### config.mk
export PLATFORM = sky130hd
export DESIGN_NAME = fxp_sum_accumulator
export DESIGN_NICKNAME = d
export VERILOG_FILES = /design/src/rtl/fxp_pkg.sv /design/src/rtl/lane_adder_tree.sv /design/src/rtl/fxp_sum_accumulator.sv
export SDC_FILE = /design/constraint.sdc
export NUM_CORES = 1
export LEC_CHECK = 0
export BUFFER_PORTS_ARGS = -buffer_cell sky130_fd_sc_hd__buf_4
export CAP_MARGIN = 10
export CELL_PAD_IN_SITES_DETAIL_PLACEMENT = 1
export CELL_PAD_IN_SITES_GLOBAL_PLACEMENT = 1
export CORE_MARGIN = 1.5
export CORE_UTILIZATION = 28
export CTS_CLUSTER_SIZE = 24
export DETAILED_ROUTE_END_ITERATION = 7
export GPL_TIMING_DRIVEN = 0
export PLACE_DENSITY_LB_ADDON = 0.1
export SYNTH_ARGS = -nofsm -noshare
export SYNTH_HDL_FRONTEND = slang
export SYNTH_SLANG_ARGS = --single-unit
### constraint.sdc
create_clock -name clk -period 9.41 [get_ports clk]
set_input_delay 0.4705 -clock clk [delete_from_list [all_inputs] [get_ports clk]]
set_output_delay 0.4705 -clock clk [all_outputs]
set_load 0.005 [all_outputs]
### src/rtl/fxp_pkg.sv
// Shared fixed-point helpers: width derivation, the double-width Q type and
// a generic signed saturating clamp.
package fxp_pkg;

    // Widest value sat_clamp can handle; callers sign-extend into this.
    localparam int unsigned sat_max_w = 128;

    function automatic int unsigned calc_w(input int unsigned int_bits,
                                           input int unsigned frac_bits);
        return (int_bits + frac_bits) * 2;
    endfunction

    function automatic int unsigned calc_aw(input int unsigned w,
                                            input int unsigned lanes,
                                            input int unsigned max_beats);
        return w + $clog2(lanes) + $clog2(max_beats);
    endfunction

    localparam int unsigned fxp_w = calc_w(7, 9);

    typedef logic signed [fxp_w-1:0] fxp2_t;

    // Returns {sat, result}; result is sign-extended to sat_max_w bits.
    function automatic logic [sat_max_w:0] sat_clamp(input logic signed [sat_max_w-1:0] value,
                                                     input int unsigned from_width,
                                                     input int unsigned to_width);
        logic signed [sat_max_w-1:0] one;
        logic signed [sat_max_w-1:0] hi;
        logic signed [sat_max_w-1:0] lo;
        one = 1;
        hi  = (one <<< (to_width - 1)) - one;
        lo  = -(one <<< (to_width - 1));
        if (to_width >= from_width) return {1'b0, value};
        if (value > hi) return {1'b1, hi};
        if (value < lo) return {1'b1, lo};
        return {1'b0, value};
    endfunction

endpackage

### src/rtl/lane_adder_tree.sv
// Combinational pairwise adder tree: lanes signed w-bit operands reduced to a
// single full-precision sum of w + clog2(lanes) bits.
module lane_adder_tree #(
    parameter int unsigned lanes = 4,
    parameter int unsigned w     = 32,
    localparam int unsigned lw   = $clog2(lanes),
    localparam int unsigned sw   = w + lw
) (
    input  logic [lanes*w-1:0] in_data,
    output logic [sw-1:0]      sum
);

    for (genvar l = 0; l <= lw; l++) begin : g_lvl
        logic signed [sw-1:0] s [lanes >> l];
        for (genvar k = 0; k < (lanes >> l); k++) begin : g_node
            if (l == 0) begin : g_leaf
                assign s[k] = sw'($signed(in_data[k*w +: w]));
            end else begin : g_add
                assign s[k] = g_lvl[l-1].s[2*k] + g_lvl[l-1].s[2*k+1];
            end
        end
    end

    assign sum = g_lvl[lw].s[0];

endmodule

### src/rtl/fxp_sum_accumulator.sv
// Streaming signed fixed-point group accumulator: registered lane sum, a
// saturating accumulator and a valid/ready result register.
module fxp_sum_accumulator
    import fxp_pkg::*;
#(
    parameter int unsigned para_int_bits  = 7,
    parameter int unsigned para_frac_bits = 9,
    parameter int unsigned para_lanes     = 4,
    parameter int unsigned para_max_beats = 256,
    localparam int unsigned w  = calc_w(para_int_bits, para_frac_bits),
    localparam int unsigned aw = calc_aw(w, para_lanes, para_max_beats)
) (
    input  logic                    clk,
    input  logic                    rst_n,
    input  logic                    in_valid,
    output logic                    in_ready,
    input  logic [para_lanes*w-1:0] in_data,
    input  logic                    in_last,
    output logic                    out_valid,
    input  logic                    out_ready,
    output logic [w-1:0]            out_data,
    output logic                    out_sat
);

    localparam int unsigned sw = w + $clog2(para_lanes);

    logic                 stall, accept, s2_go, load, pop;
    logic [sw-1:0]        lane_sum;
    logic signed [sw-1:0] s1_sum_q;
    logic                 s1_valid_q, s1_last_q;
    logic signed [aw-1:0] acc_q, acc_base, acc_next;
    logic signed [aw:0]   acc_wide;
    logic                 first_q, sticky_q;
    logic [sat_max_w:0]   aw_clamp, w_clamp;
    logic                 out_valid_q, out_sat_q;
    logic [w-1:0]         out_data_q;
    logic                 unused_clamp;

    lane_adder_tree #(
        .lanes (para_lanes),
        .w     (w)
    ) u_tree (
        .in_data (in_data),
        .sum     (lane_sum)
    );

    always_comb begin
        stall    = out_valid_q && !out_ready;
        accept   = in_valid && !stall;
        s2_go    = s1_valid_q && !stall;
        load     = s2_go && s1_last_q;
        pop      = out_valid_q && out_ready;
        acc_base = first_q ? '0 : acc_q;
        acc_wide = (aw + 1)'(acc_base) + (aw + 1)'(s1_sum_q);
        aw_clamp = sat_clamp(sat_max_w'(acc_wide), aw + 1, aw);
        acc_next = aw_clamp[aw-1:0];
        w_clamp  = sat_clamp(sat_max_w'(acc_next), aw, w);
    end

    assign unused_clamp = ^{aw_clamp[sat_max_w-1:aw], w_clamp[sat_max_w-1:w]};

    always_ff @(posedge clk or negedge rst_n) begin
        if (!rst_n) begin
            s1_valid_q <= 1'b0;
            s1_last_q  <= 1'b0;
            s1_sum_q   <= '0;
        end else if (!stall) begin
            s1_valid_q <= accept;
            if (accept) begin
                s1_sum_q  <= $signed(lane_sum);
                s1_last_q <= in_last;
            end
        end
    end

    // Sticky remembers an accumulator overflow even if later beats pull the
    // sum back into range.
    always_ff @(posedge clk or negedge rst_n) begin
        if (!rst_n) begin
            acc_q    <= '0;
            first_q  <= 1'b1;
            sticky_q <= 1'b0;
        end else if (s2_go) begin
            if (s1_last_q) begin
                first_q  <= 1'b1;
                sticky_q <= 1'b0;
            end else begin
                acc_q    <= acc_next;
                first_q  <= 1'b0;
                sticky_q <= sticky_q | aw_clamp[sat_max_w];
            end
        end
    end

    always_ff @(posedge clk or negedge rst_n) begin
        if (!rst_n) begin
            out_valid_q <= 1'b0;
            out_data_q  <= '0;
            out_sat_q   <= 1'b0;
        end else if (load) begin
            out_valid_q <= 1'b1;
            out_data_q  <= w_clamp[w-1:0];
            out_sat_q   <= w_clamp[sat_max_w] | sticky_q | aw_clamp[sat_max_w];
        end else if (pop) begin
            out_valid_q <= 1'b0;
        end
    end

    assign in_ready  = !stall;
    assign out_valid = out_valid_q;
    assign out_data  = out_data_q;
    assign out_sat   = out_sat_q;

endmodule
==> flow_summary.yaml <==
route:
  first_pass_iters: 5
  vias: 11297
  drtAntennaViolNets: 0
  drc_errors: 0
  vias_per_cell: 5.10
  drtIter0Drc: 392
  wl_um: 40200
  wl_per_cell_um: 18.1
critical_path:
  cp.arrival_ns: 6.23
  timing.rr.end: "out_data[3]$_DFFE_PN0P_"
  reg2reg_from: "first_q$_DFFE_PN1P_"
  crit_start: "in_data[0]"
  r2r_cells: 14
  reg2reg_slack_ns: 3.99
  startpoint_type: "input port"
  critPathMaxFanout: 4
  worst-setup-path-type: "in2reg"
  required_ns: 9.79
  endpoint_kind: "register"
clock_network:
  root_buffer: "clkbuf_16"
  cts_buffers: 17
  postCtsSetupBuffers: 0
  cts_tree: "built"
  cts_buffer_depth: 2
  insertion_delay_ns: 0.44
  cts_sinks: 114
  ctsResizeCount: 0
  cts_max_level: 4
  cts_hold_buf: 1
  clk_pin_slew_ns: 0.06
logic_synthesis:
  yosys.area.top_type: "dfrtp_1"
  synth_ff_type: "dfrtp_1"
  syn-num-nets: 1705
  synth_seq_cells: 114
  synth_edf_count: 0
  seq_area_frac_synth_pct: 23.5
  syn_area_sq_mm: 0.0121
  syn_inst: 1429
  async_flop_share_pct: 100
  ys_warn_count: 0
  synth.area.top_cells: "dfrtp_1, ha_1, a21oi_1"
  synth_cell_type_count: 94
  synth_top_area_share_pct: 23.3
  avgSynthCellArea_sq_um: 8.50
global_route:
  antenna_found_initial: 0
  grt_pass1_vias: 11895
  grt_max_degree: 74
  grt-ovfl-total: 0
  grt_util_all_layers_pct: 18.3
  grt_pass1_wl_um: 64600
sta:
  finClkSkew_ns: 0.0111
  timing.fmax_ghz: 0.171
  post-route-worst-setup-slack_ns: 3.56
  fin_tns_setup_ns: 0
  finalHoldViolations: 0
  timing.final.max_slew_violations: 0
  fin_crit_sh_pct: 62.2
  period_needed_ns: 5.85
  tightest_slew_ns: 0.928
  rsz0062_at_grt: "false"
  setup_violations: 0
  slew_headroom_pct: 37.8
placement:
  place_area_sq_mm: 0.0142
  port_buffers: 167
  place_congestion: 0.865
  pre_cts_ws_ns: 3.01
  hpwlAfterDp_um: 33800
hold_path:
  whs_path_depth: 2
  hp-start: "in_last"
  hold_path_class: "in2reg"
  hold_end: "s1_last_q$_DFFE_PN0P_"
die:
  chipHeight_um: 211
  die-width_um: 211
  die-area_sq_mm: 0.0446
  coreArea_sq_mm: 0.0430
  io_pins: 168
  initial_core_util_pct: 28.3
  rows: 76
final_layout:
  area_growth_pct: 21.8
  n_antenna_cell: 0
  stdcell_area_sq_mm: 0.0148
  drive_gt1_share_pct: 19.0
  filler_cell_count: 5180
  fin_nets: 1893
power_and_ir_drop:
  max-vdd-ir-drop_mv: 0.147
  p_leak_uw: 0.00679
  power.density_mw_per_mm2: 331
status:
  status: "complete, no violations"
run:
  max_cap_viol_count: 0
layout by cell type, fill, tap and decap left out, types with 17 or more instances in the layout:
cell type / instances
a211oi_1: 19
a21o_1: 61
a21oi_1: 144
a221o_1: 34
buf_4: 177
clkbuf_1: 24
clkbuf_16: 17
dfrtp_1: 113
ha_1: 139
inv_1: 28
mux2_2: 31
nand2_1: 121
nand3_1: 22
nor2_1: 76
nor2b_1: 54
nor3_1: 34
o21a_1: 23
o21ai_0: 104
o21bai_1: 20
o31ai_1: 20
xnor2_1: 66
xor2_1: 42
flip-flops by register name (all words and copies together), names as in the netlist:
register and cells:
s1_last_q 1, first_q 1, s1_valid_q 1, out_valid 1
out_sat 1, sticky_q 1, acc_q 42, out_data 32
s1_sum_q 34
cell usage after synthesis (24+ instances only):
master    number
clkbuf_1      24
inv_1         28
a21oi_1      144
xor2_1        42
a21o_1        61
nor3_1        34
nand2_1      121
a221o_1       34
dfrtp_1      113
o21ai_0      104
mux2_2        31
nor2_1        76
xnor2_1       66
ha_1         139
nor2b_1       54
cell type report:
| type | count | area (sq um) | area share [%] |
|---|---|---|---|
| multi-input combinational | 1228 | 8780 | 59.4 |
| clock inverter | 15 | 193 | 1.30 |
| buffer | 59 | 404 | 2.73 |
| inverter | 28 | 105 | 0.710 |
| timing repair buffer | 169 | 1290 | 8.75 |
| sequential | 114 | 2850 | 19.3 |
| clock buffer | 17 | 425 | 2.88 |
| tap | 585 | 732 | 4.95 |
worst max-delay path, cell delays in order:
cell and delay (ns):
buf_4 0.11, ha_1 0.23, fa_1 0.41, a21o_1 0.17
a21oi_1 0.26, o21ai_0 0.13, a211o_1 0.27, a21oi_1 0.36
o211ai_1 0.23, a211oi_1 0.49, o21ai_0 0.22, nand2_1 0.11
xnor2_1 0.15, ha_1 0.31, and3_1 0.23, and2_1 0.20
a2111oi_0 0.43, nor3_1 0.12, a211oi_1 0.29, and3_1 0.22
o31ai_1 0.12, a2111oi_0 0.52, a211o_1 0.15
cells by family after synthesis:
| family | synth area share, % |
|---|---|
| buffers and inverters | 4.19 |
| adder cells (fa/ha/maj) | 15.1 |
| multiplexers | 3.04 |
| flip-flops | 23.5 |
| AO/OA/AOI/OAI | 29.0 |
| XOR/XNOR | 7.79 |
| AND/OR/NAND/NOR | 17.5 |
per-stage QoR:
step                      hold WS (ns)  power (uW)  cells  util (%)
after floorplan                  0.175        3170   1429         -
after global placement           0.454        4180   2181      32.9
after detailed placement         0.413        4210   2182      33.0
after CTS                        0.260        4940   2215      34.4
after global routing             0.280        5340   2215      34.4
final                            0.280        4890   2215      34.4
power breakdown:
group          total (uW)  switching (uW)  leakage, uW  internal (uW)
Combinational        3310            1950      0.00507           1360
Clock                 703             279     0.000302            424
Sequential            879             151      0.00141            727
Total                4890            2380      0.00679           2510
worst max path at each step:
| stage | to | cells after the start | slack, ns |
|---|---|---|---|
| final | s1_sum_q[33]$_DFFE_PN0P_ | 23 | 3.56 |
| after global routing | s1_sum_q[33]$_DFFE_PN0P_ | 23 | 2.97 |
| after CTS | s1_sum_q[33]$_DFFE_PN0P_ | 23 | 3.45 |
| after detailed placement | s1_sum_q[33]$_DFFE_PN0P_ | 23 | 3.01 |
| after global placement | s1_sum_q[33]$_DFFE_PN0P_ | 23 | 3.10 |
| after floorplan | s1_sum_q[33]$_DFFE_PN0P_ | 22 | 4.23 |
routing by layer:
layer  up-vias  part of all wire, %  track usage (%)
met3        25                  2.6             1.68
li1       5733                    -                -
met1      5371                   51             25.9
met2       168                   45             30.0
met4         0                  1.0             3.79
met5         -                    0                0
(Power assumes the default switching activity.)
